===== src/rtl/cordic_arbiter_if.sv =====
// ============================================================================
// Module   : cordic_arbiter_if
// Purpose  : Requester, core and result signals of the CORDIC arbiter.
// Revision : 1.0 - initial release
// ============================================================================
`default_nettype none

interface cordic_arbiter_if #(
  parameter int N_FRAC = 7
);
  localparam int W = N_FRAC + 1;

  logic         req0_valid_i;
  logic         req0_ready_o;
  logic [W-1:0] req0_x_i;
  logic [W-1:0] req0_y_i;
  logic [W-1:0] req0_z_i;
  logic         req1_valid_i;
  logic         req1_ready_o;
  logic [W-1:0] req1_x_i;
  logic [W-1:0] req1_y_i;
  logic [W-1:0] req1_z_i;

  logic         core_start_o;
  logic [W-1:0] core_x_o;
  logic [W-1:0] core_y_o;
  logic [W-1:0] core_z_o;
  logic         core_done_i;
  logic [W-1:0] core_x_i;
  logic [W-1:0] core_y_i;
  logic [W-1:0] core_z_i;

  logic [1:0]   res_valid_o;
  logic [W-1:0] res_x_o;
  logic [W-1:0] res_y_o;
  logic [W-1:0] res_z_o;
  logic         busy_o;
  logic         timeout_err_o;

  // Arbiter view.
  modport slave (
    input  req0_valid_i, req0_x_i, req0_y_i, req0_z_i,
    input  req1_valid_i, req1_x_i, req1_y_i, req1_z_i,
    input  core_done_i, core_x_i, core_y_i, core_z_i,
    output req0_ready_o, req1_ready_o,
    output core_start_o, core_x_o, core_y_o, core_z_o,
    output res_valid_o, res_x_o, res_y_o, res_z_o,
    output busy_o, timeout_err_o
  );

  // Requester / core view.
  modport master (
    output req0_valid_i, req0_x_i, req0_y_i, req0_z_i,
    output req1_valid_i, req1_x_i, req1_y_i, req1_z_i,
    output core_done_i, core_x_i, core_y_i, core_z_i,
    input  req0_ready_o, req1_ready_o,
    input  core_start_o, core_x_o, core_y_o, core_z_o,
    input  res_valid_o, res_x_o, res_y_o, res_z_o,
    input  busy_o, timeout_err_o
  );
endinterface

`default_nettype wire


===== src/rtl/cordic_arbiter.sv =====
// ============================================================================
// Module   : cordic_arbiter
// Purpose  : Round-robin sharing of one iterative CORDIC core by two channels.
//            Optional WAIT watchdog enabled by macro CORDIC_ARB_TIMEOUT_EN.
// Revision : 1.0 - initial release
// ============================================================================
`default_nettype none

module cordic_arbiter #(
  parameter int N_FRAC  = 7,
  parameter int TIMEOUT = 15
) (
  input  logic             clk_i,
  input  logic             rst_i,
  cordic_arbiter_if.slave  bus
);
  localparam int c_W = N_FRAC + 1;

  localparam logic [1:0] c_IDLE    = 2'd0;
  localparam logic [1:0] c_ISSUE   = 2'd1;
  localparam logic [1:0] c_WAIT    = 2'd2;
  localparam logic [1:0] c_DELIVER = 2'd3;

  logic [1:0]     r_state;
  logic           r_last_grant;
  logic           r_owner;
  logic [c_W-1:0] r_core_x, r_core_y, r_core_z;
  logic [c_W-1:0] r_res_x, r_res_y, r_res_z;

  logic w_idle;
  logic w_grant0;
  logic w_grant1;
  logic w_accept;
  logic w_timeout;

  // On contention the channel that did not win last time is granted.
  assign w_idle   = (r_state == c_IDLE);
  assign w_grant0 = bus.req0_valid_i && (!bus.req1_valid_i || r_last_grant);
  assign w_grant1 = bus.req1_valid_i && (!bus.req0_valid_i || !r_last_grant);
  assign w_accept = w_idle && (w_grant0 || w_grant1);

`ifdef CORDIC_ARB_TIMEOUT_EN
  localparam logic [7:0] c_TIMEOUT = 8'(TIMEOUT);
  logic [7:0] r_wait_cnt;

  always_ff @(posedge clk_i or posedge rst_i) begin
    if (rst_i) begin
      r_wait_cnt <= 8'd0;
    end else if (r_state == c_ISSUE) begin
      r_wait_cnt <= 8'd0;
    end else if (r_state == c_WAIT) begin
      r_wait_cnt <= r_wait_cnt + 8'd1;
    end
  end

  // A done arriving on the expiry cycle takes priority over the abort.
  assign w_timeout = (r_state == c_WAIT) && !bus.core_done_i && (r_wait_cnt == c_TIMEOUT);
`else
  logic w_unused_timeout;
  assign w_unused_timeout = ^TIMEOUT;
  assign w_timeout        = 1'b0;
`endif

  always_ff @(posedge clk_i or posedge rst_i) begin
    if (rst_i) begin
      r_state      <= c_IDLE;
      r_last_grant <= 1'b1;
      r_owner      <= 1'b0;
      r_core_x     <= '0;
      r_core_y     <= '0;
      r_core_z     <= '0;
      r_res_x      <= '0;
      r_res_y      <= '0;
      r_res_z      <= '0;
    end else begin
      case (r_state)
        c_IDLE: begin
          if (w_accept) begin
            r_state      <= c_ISSUE;
            r_owner      <= w_grant1;
            r_last_grant <= w_grant1;
            r_core_x     <= w_grant1 ? bus.req1_x_i : bus.req0_x_i;
            r_core_y     <= w_grant1 ? bus.req1_y_i : bus.req0_y_i;
            r_core_z     <= w_grant1 ? bus.req1_z_i : bus.req0_z_i;
          end
        end
        c_ISSUE: begin
          r_state <= c_WAIT;
        end
        c_WAIT: begin
          if (bus.core_done_i) begin
            r_res_x <= bus.core_x_i;
            r_res_y <= bus.core_y_i;
            r_res_z <= bus.core_z_i;
            r_state <= c_DELIVER;
          end else if (w_timeout) begin
            r_state <= c_IDLE;
          end
        end
        c_DELIVER: begin
          r_state <= c_IDLE;
        end
        default: begin
          r_state <= c_IDLE;
        end
      endcase
    end
  end

  assign bus.req0_ready_o  = w_idle && w_grant0;
  assign bus.req1_ready_o  = w_idle && w_grant1;
  assign bus.core_start_o  = (r_state == c_ISSUE);
  assign bus.core_x_o      = r_core_x;
  assign bus.core_y_o      = r_core_y;
  assign bus.core_z_o      = r_core_z;
  assign bus.res_valid_o   = {(r_state == c_DELIVER) && r_owner,
                              (r_state == c_DELIVER) && !r_owner};
  assign bus.res_x_o       = r_res_x;
  assign bus.res_y_o       = r_res_y;
  assign bus.res_z_o       = r_res_z;
  assign bus.busy_o        = !w_idle;
  assign bus.timeout_err_o = w_timeout;

endmodule

`default_nettype wire

===== src/flat_wrapper.sv =====
// flat-port wrapper written by rule: the top's interface ports become plain ports
module cordic_arbiter_flat 
#(
  parameter int N_FRAC  = 7,
  parameter int TIMEOUT = 15
)
  (clk_i, rst_i, bus_req0_valid_i, bus_req0_x_i, bus_req0_y_i, bus_req0_z_i, bus_req1_valid_i, bus_req1_x_i, bus_req1_y_i, bus_req1_z_i, bus_core_done_i, bus_core_x_i, bus_core_y_i, bus_core_z_i, bus_req0_ready_o, bus_req1_ready_o, bus_core_start_o, bus_core_x_o, bus_core_y_o, bus_core_z_o, bus_res_valid_o, bus_res_x_o, bus_res_y_o, bus_res_z_o, bus_busy_o, bus_timeout_err_o);
  cordic_arbiter_if #(.N_FRAC(N_FRAC)) bus_i ();
  input  logic clk_i;
  input  logic rst_i;
  input wire logic [$bits(bus_i.req0_valid_i)-1:0] bus_req0_valid_i;
  input wire logic [$bits(bus_i.req0_x_i)-1:0] bus_req0_x_i;
  input wire logic [$bits(bus_i.req0_y_i)-1:0] bus_req0_y_i;
  input wire logic [$bits(bus_i.req0_z_i)-1:0] bus_req0_z_i;
  input wire logic [$bits(bus_i.req1_valid_i)-1:0] bus_req1_valid_i;
  input wire logic [$bits(bus_i.req1_x_i)-1:0] bus_req1_x_i;
  input wire logic [$bits(bus_i.req1_y_i)-1:0] bus_req1_y_i;
  input wire logic [$bits(bus_i.req1_z_i)-1:0] bus_req1_z_i;
  input wire logic [$bits(bus_i.core_done_i)-1:0] bus_core_done_i;
  input wire logic [$bits(bus_i.core_x_i)-1:0] bus_core_x_i;
  input wire logic [$bits(bus_i.core_y_i)-1:0] bus_core_y_i;
  input wire logic [$bits(bus_i.core_z_i)-1:0] bus_core_z_i;
  output wire logic [$bits(bus_i.req0_ready_o)-1:0] bus_req0_ready_o;
  output wire logic [$bits(bus_i.req1_ready_o)-1:0] bus_req1_ready_o;
  output wire logic [$bits(bus_i.core_start_o)-1:0] bus_core_start_o;
  output wire logic [$bits(bus_i.core_x_o)-1:0] bus_core_x_o;
  output wire logic [$bits(bus_i.core_y_o)-1:0] bus_core_y_o;
  output wire logic [$bits(bus_i.core_z_o)-1:0] bus_core_z_o;
  output wire logic [$bits(bus_i.res_valid_o)-1:0] bus_res_valid_o;
  output wire logic [$bits(bus_i.res_x_o)-1:0] bus_res_x_o;
  output wire logic [$bits(bus_i.res_y_o)-1:0] bus_res_y_o;
  output wire logic [$bits(bus_i.res_z_o)-1:0] bus_res_z_o;
  output wire logic [$bits(bus_i.busy_o)-1:0] bus_busy_o;
  output wire logic [$bits(bus_i.timeout_err_o)-1:0] bus_timeout_err_o;
  assign bus_i.req0_valid_i = bus_req0_valid_i;
  assign bus_i.req0_x_i = bus_req0_x_i;
  assign bus_i.req0_y_i = bus_req0_y_i;
  assign bus_i.req0_z_i = bus_req0_z_i;
  assign bus_i.req1_valid_i = bus_req1_valid_i;
  assign bus_i.req1_x_i = bus_req1_x_i;
  assign bus_i.req1_y_i = bus_req1_y_i;
  assign bus_i.req1_z_i = bus_req1_z_i;
  assign bus_i.core_done_i = bus_core_done_i;
  assign bus_i.core_x_i = bus_core_x_i;
  assign bus_i.core_y_i = bus_core_y_i;
  assign bus_i.core_z_i = bus_core_z_i;
  assign bus_req0_ready_o = bus_i.req0_ready_o;
  assign bus_req1_ready_o = bus_i.req1_ready_o;
  assign bus_core_start_o = bus_i.core_start_o;
  assign bus_core_x_o = bus_i.core_x_o;
  assign bus_core_y_o = bus_i.core_y_o;
  assign bus_core_z_o = bus_i.core_z_o;
  assign bus_res_valid_o = bus_i.res_valid_o;
  assign bus_res_x_o = bus_i.res_x_o;
  assign bus_res_y_o = bus_i.res_y_o;
  assign bus_res_z_o = bus_i.res_z_o;
  assign bus_busy_o = bus_i.busy_o;
  assign bus_timeout_err_o = bus_i.timeout_err_o;
  cordic_arbiter #(.N_FRAC(N_FRAC), .TIMEOUT(TIMEOUT)) u_core (.clk_i(clk_i), .rst_i(rst_i), .bus(bus_i));
endmodule

===== config.mk =====
export PLATFORM = sky130hd
export DESIGN_NAME = cordic_arbiter_flat
export DESIGN_NICKNAME = d
export VERILOG_FILES = /design/src/rtl/cordic_arbiter_if.sv /design/src/rtl/cordic_arbiter.sv /design/src/flat_wrapper.sv
export SDC_FILE = /design/constraint.sdc
export NUM_CORES = 1
export LEC_CHECK = 0
export CAP_MARGIN = 25
export CORE_ASPECT_RATIO = 0.9
export CORE_UTILIZATION = 41
export CTS_CLUSTER_SIZE = 16
export DETAILED_ROUTE_END_ITERATION = 8
export GPL_TIMING_DRIVEN = 0
export PLACE_DENSITY = 0.86
export SYNTH_ARGS = -nofsm -noshare
export SYNTH_HDL_FRONTEND = slang
export SYNTH_SLANG_ARGS = --single-unit

===== constraint.sdc =====
create_clock -name clk_i -period 3.34 [get_ports clk_i]
set_input_delay 0.668 -clock clk_i [delete_from_list [all_inputs] [get_ports clk_i]]
set_output_delay 0.668 -clock clk_i [all_outputs]
set_load 0.01 [all_outputs]

==> results.cfg <==
[timing]
period_share_pct = 94.6
slew_viol_final = 0
max_freq_ghz = 0.316
skew_ns = 0.00409
tns_ns = 0
hold_viol = 0
rsz0062_at_grt = false
fin_crit_ns = 3.16
setup_viol = 0

[power]
switchingPower_uw = 1070
p_leak_uw = 0.00159
p_seq_share_pct = 35.9
swShare_pct = 33.8
p_int_uw = 2090
combPwrFrac_pct = 52.1
p_per_area_nw_per_um2 = 841
ir_drop_mv = 0.395
p_clk_share_pct = 12.0

[routing]
dr_total_vias = 2008
antenna_left = 0
wl_per_cell_um = 14.2
viasPerCell = 4.80
drtIter0Drc = 72
remaining_drc_errors = 0
wl_um = 5920
dr.pass1.iters = 4

[layout]
area_growth_pct = 66.8
post-route-util_pct = 71.4
drive_above_1_share_pct = 14.2
num-fill-cells = 410
layout_commonest_cell = clkdlybuf4s50_1
fin_nets = 431
final_cell_mix = clkdlybuf4s50_1 (130), dfrtp_1 (51), nand2_1 (50)
diodes = 0

[job]
max_cap_violations = 0

[floorplanning]
die_h_um = 72.3
die_width_um = 80.1
dieArea_um2 = 5790
row_count = 25
io_pins = 132
coreArea_um2 = 5260
initial_utilization_pct = 42.8

[min_path]
hp-class = flop to flop
whs_path_depth = 1
worstHoldStart = u_core.bus.res_y_o[3]
hold_end = u_core.bus.res_y_o[3]

[synth]
ys_warn_count = 0
syn_nets = 293
netlist_area_um2 = 2250
synth_seq_cells = 52
syn_area_per_cell_um2 = 10.6
syn_inst = 212
synth_seq_area_share_pct = 57.9
ys_types = 23

[worst_setup_path]
critPathKind = input pin to primary output
cp-start-kind = input pin
path_cells = clkdlybuf4s50_1 -> a21bo_2 -> buf_4 -> buf_2 -> nor2_1 -> clkdlybuf4s50_1
r2r_end = u_core.bus.core_x_o[7]
r2r_start = u_core.r_state[1]
critPathRequiredTime_ns = 2.67
slowest_delay_ns = 0.59
endpoint_kind = primary output
arrival_ns = 2.49
critPathSlowestCell = clkdlybuf4s50_1
ff2ff_setup_slack_ns = 1.58
crit_fanout = 10
worstRegToRegCells = 6
path_common_cell = clkdlybuf4s50_1

[cts]
clkLatencyLatePin_ns = 0.31
post_cts_buffers = 0
cts_buffer_depth = 2
root_buffer = clkbuf_8
clk_pin_slew_ns = 0.09
post_cts_resized = 0
cts_tree = yes
hold_buffers = 0
cts.sink_count = 52
htree_levels = 2
cts_made_buffers = 5

[global_routing]
overflow = 0
grt_pass1_wl_um = 9040
grt_pass1_vias = 1906
grt_use_total_pct = 20.8
grt_max_degree = 32
antenna_found_initial = 0

[placement]
portBuffers = 130
post-dp-hpwl_um = 4520
gp_congestion = 0.720

[outcome]
outcome = finished clean
==> cell usage after synthesis <==
cell type | instances | area, um^2
buf_2 | 9 | 45.0
nand2_1 | 50 | 188
mux2_4 | 1 | 15.0
a31oi_1 | 25 | 156
dfrtp_1 | 51 | 1280
o22ai_1 | 1 | 6.26
o21a_1 | 1 | 7.51
conb_1 | 1 | 3.75
a21boi_2 | 1 | 11.3
a21oi_1 | 2 | 10.0
dfstp_2 | 1 | 26.3
nor2_1 | 25 | 93.8
o32a_1 | 1 | 10.0
a21bo_2 | 1 | 10.0
ha_1 | 4 | 50.1
clkbuf_1 | 2 | 7.51
nor2b_1 | 1 | 6.26
o22a_1 | 1 | 8.76
inv_2 | 1 | 3.75
buf_4 | 2 | 15.0
inv_1 | 6 | 22.5
and2_1 | 1 | 6.26
mux2_2 | 24 | 270
==> stage by stage <==
step,cell area (um^2),setup WS [ns],power [uW],hold WS (ns),std cells
3_5_place_dp,3650,0.194,2810,0.493,410
3_3_place_gp,3630,0.216,2740,0.485,409
5_1_grt,3750,0.0943,3360,0.523,418
4_1_cts,3750,0.179,3190,0.514,418
2_1_floorplan,2250,1.34,1900,0.499,212
6_report,3750,0.179,3160,0.513,418
==> metal layers <==
layer  global-route usage (%)  up-vias  routed length (um)
li1                         -      983                   -
met1                     24.5      920                2380
met2                     35.6       98                2870
met3                     7.92        7                 612
met4                     5.56        0                  61
met5                        0        -                   0
==> logic make-up after synthesis <==
| kind of cell | after synthesis | synth area share [%] |
|---|---|---|
| other | 1 | 0.167 |
| adder cells (fa/ha/maj) | 4 | 2.22 |
| AND/OR/NAND/NOR | 77 | 13.1 |
| multiplexers | 25 | 12.7 |
| AO/OA/AOI/OAI | 33 | 9.79 |
| buffers and inverters | 20 | 4.17 |
| flip-flops | 52 | 57.9 |
==> power by group through the flow <==
stage                     logic, uW  clock network, uW  registers (uW)
after detailed placement       1660                  0            1150
after floorplan                 625                  0            1270
after global routing           1780                410            1170
after CTS                      1660                385            1140
final                          1640                378            1130
after global placement         1610                  0            1130
==> worst max-delay path by stage <==
stage | startpoint | to | slack, ns | cells past startpoint
after floorplan | bus_req1_valid_i | bus_req1_ready_o | 1.34 | 4
after global placement | bus_req1_valid_i | bus_req1_ready_o | 0.22 | 6
after detailed placement | bus_req1_valid_i | bus_req1_ready_o | 0.19 | 6
after CTS | bus_req1_valid_i | bus_req1_ready_o | 0.18 | 6
after global routing | bus_req1_valid_i | bus_req1_ready_o | 0.09 | 6
final | bus_req1_valid_i | bus_req1_ready_o | 0.18 | 6
==> worst max-delay path, delay by kind of cell <==
kind	cells	cell delay, ns
buffers and inverters	4	1.48
and+or+nand+nor	1	0.11
AOI/OAI and AO/OA	1	0.25
==> sequential cells by signal (all words and copies together), names as in the netlist <==
name / flops
u_core.bus.core_z_o: 8
u_core.bus.res_z_o: 8
u_core.bus.res_x_o: 8
u_core.r_state: 2
u_core.bus.core_y_o: 8
u_core.r_owner: 1
u_core.bus.core_x_o: 8
u_core.bus.res_y_o: 8
u_core.r_last_grant: 1
==> layout make-up <==
| type | instances | area (um^2) | area share (%) |
|---|---|---|---|
| Inverter | 7 | 26.3 | 0.700 |
| Sequential cell | 52 | 1300 | 34.7 |
| Buffer | 13 | 67.6 | 1.80 |
| Clock buffer | 6 | 82.6 | 2.20 |
| Clock inverter | 2 | 15.0 | 0.400 |
| Timing Repair Buffer | 131 | 1320 | 35.2 |
| Multi-Input combinational cell | 140 | 853 | 22.7 |
| Tap cell | 67 | 83.8 | 2.23 |
No activity file was read; power rests on OpenSTA's default activity.
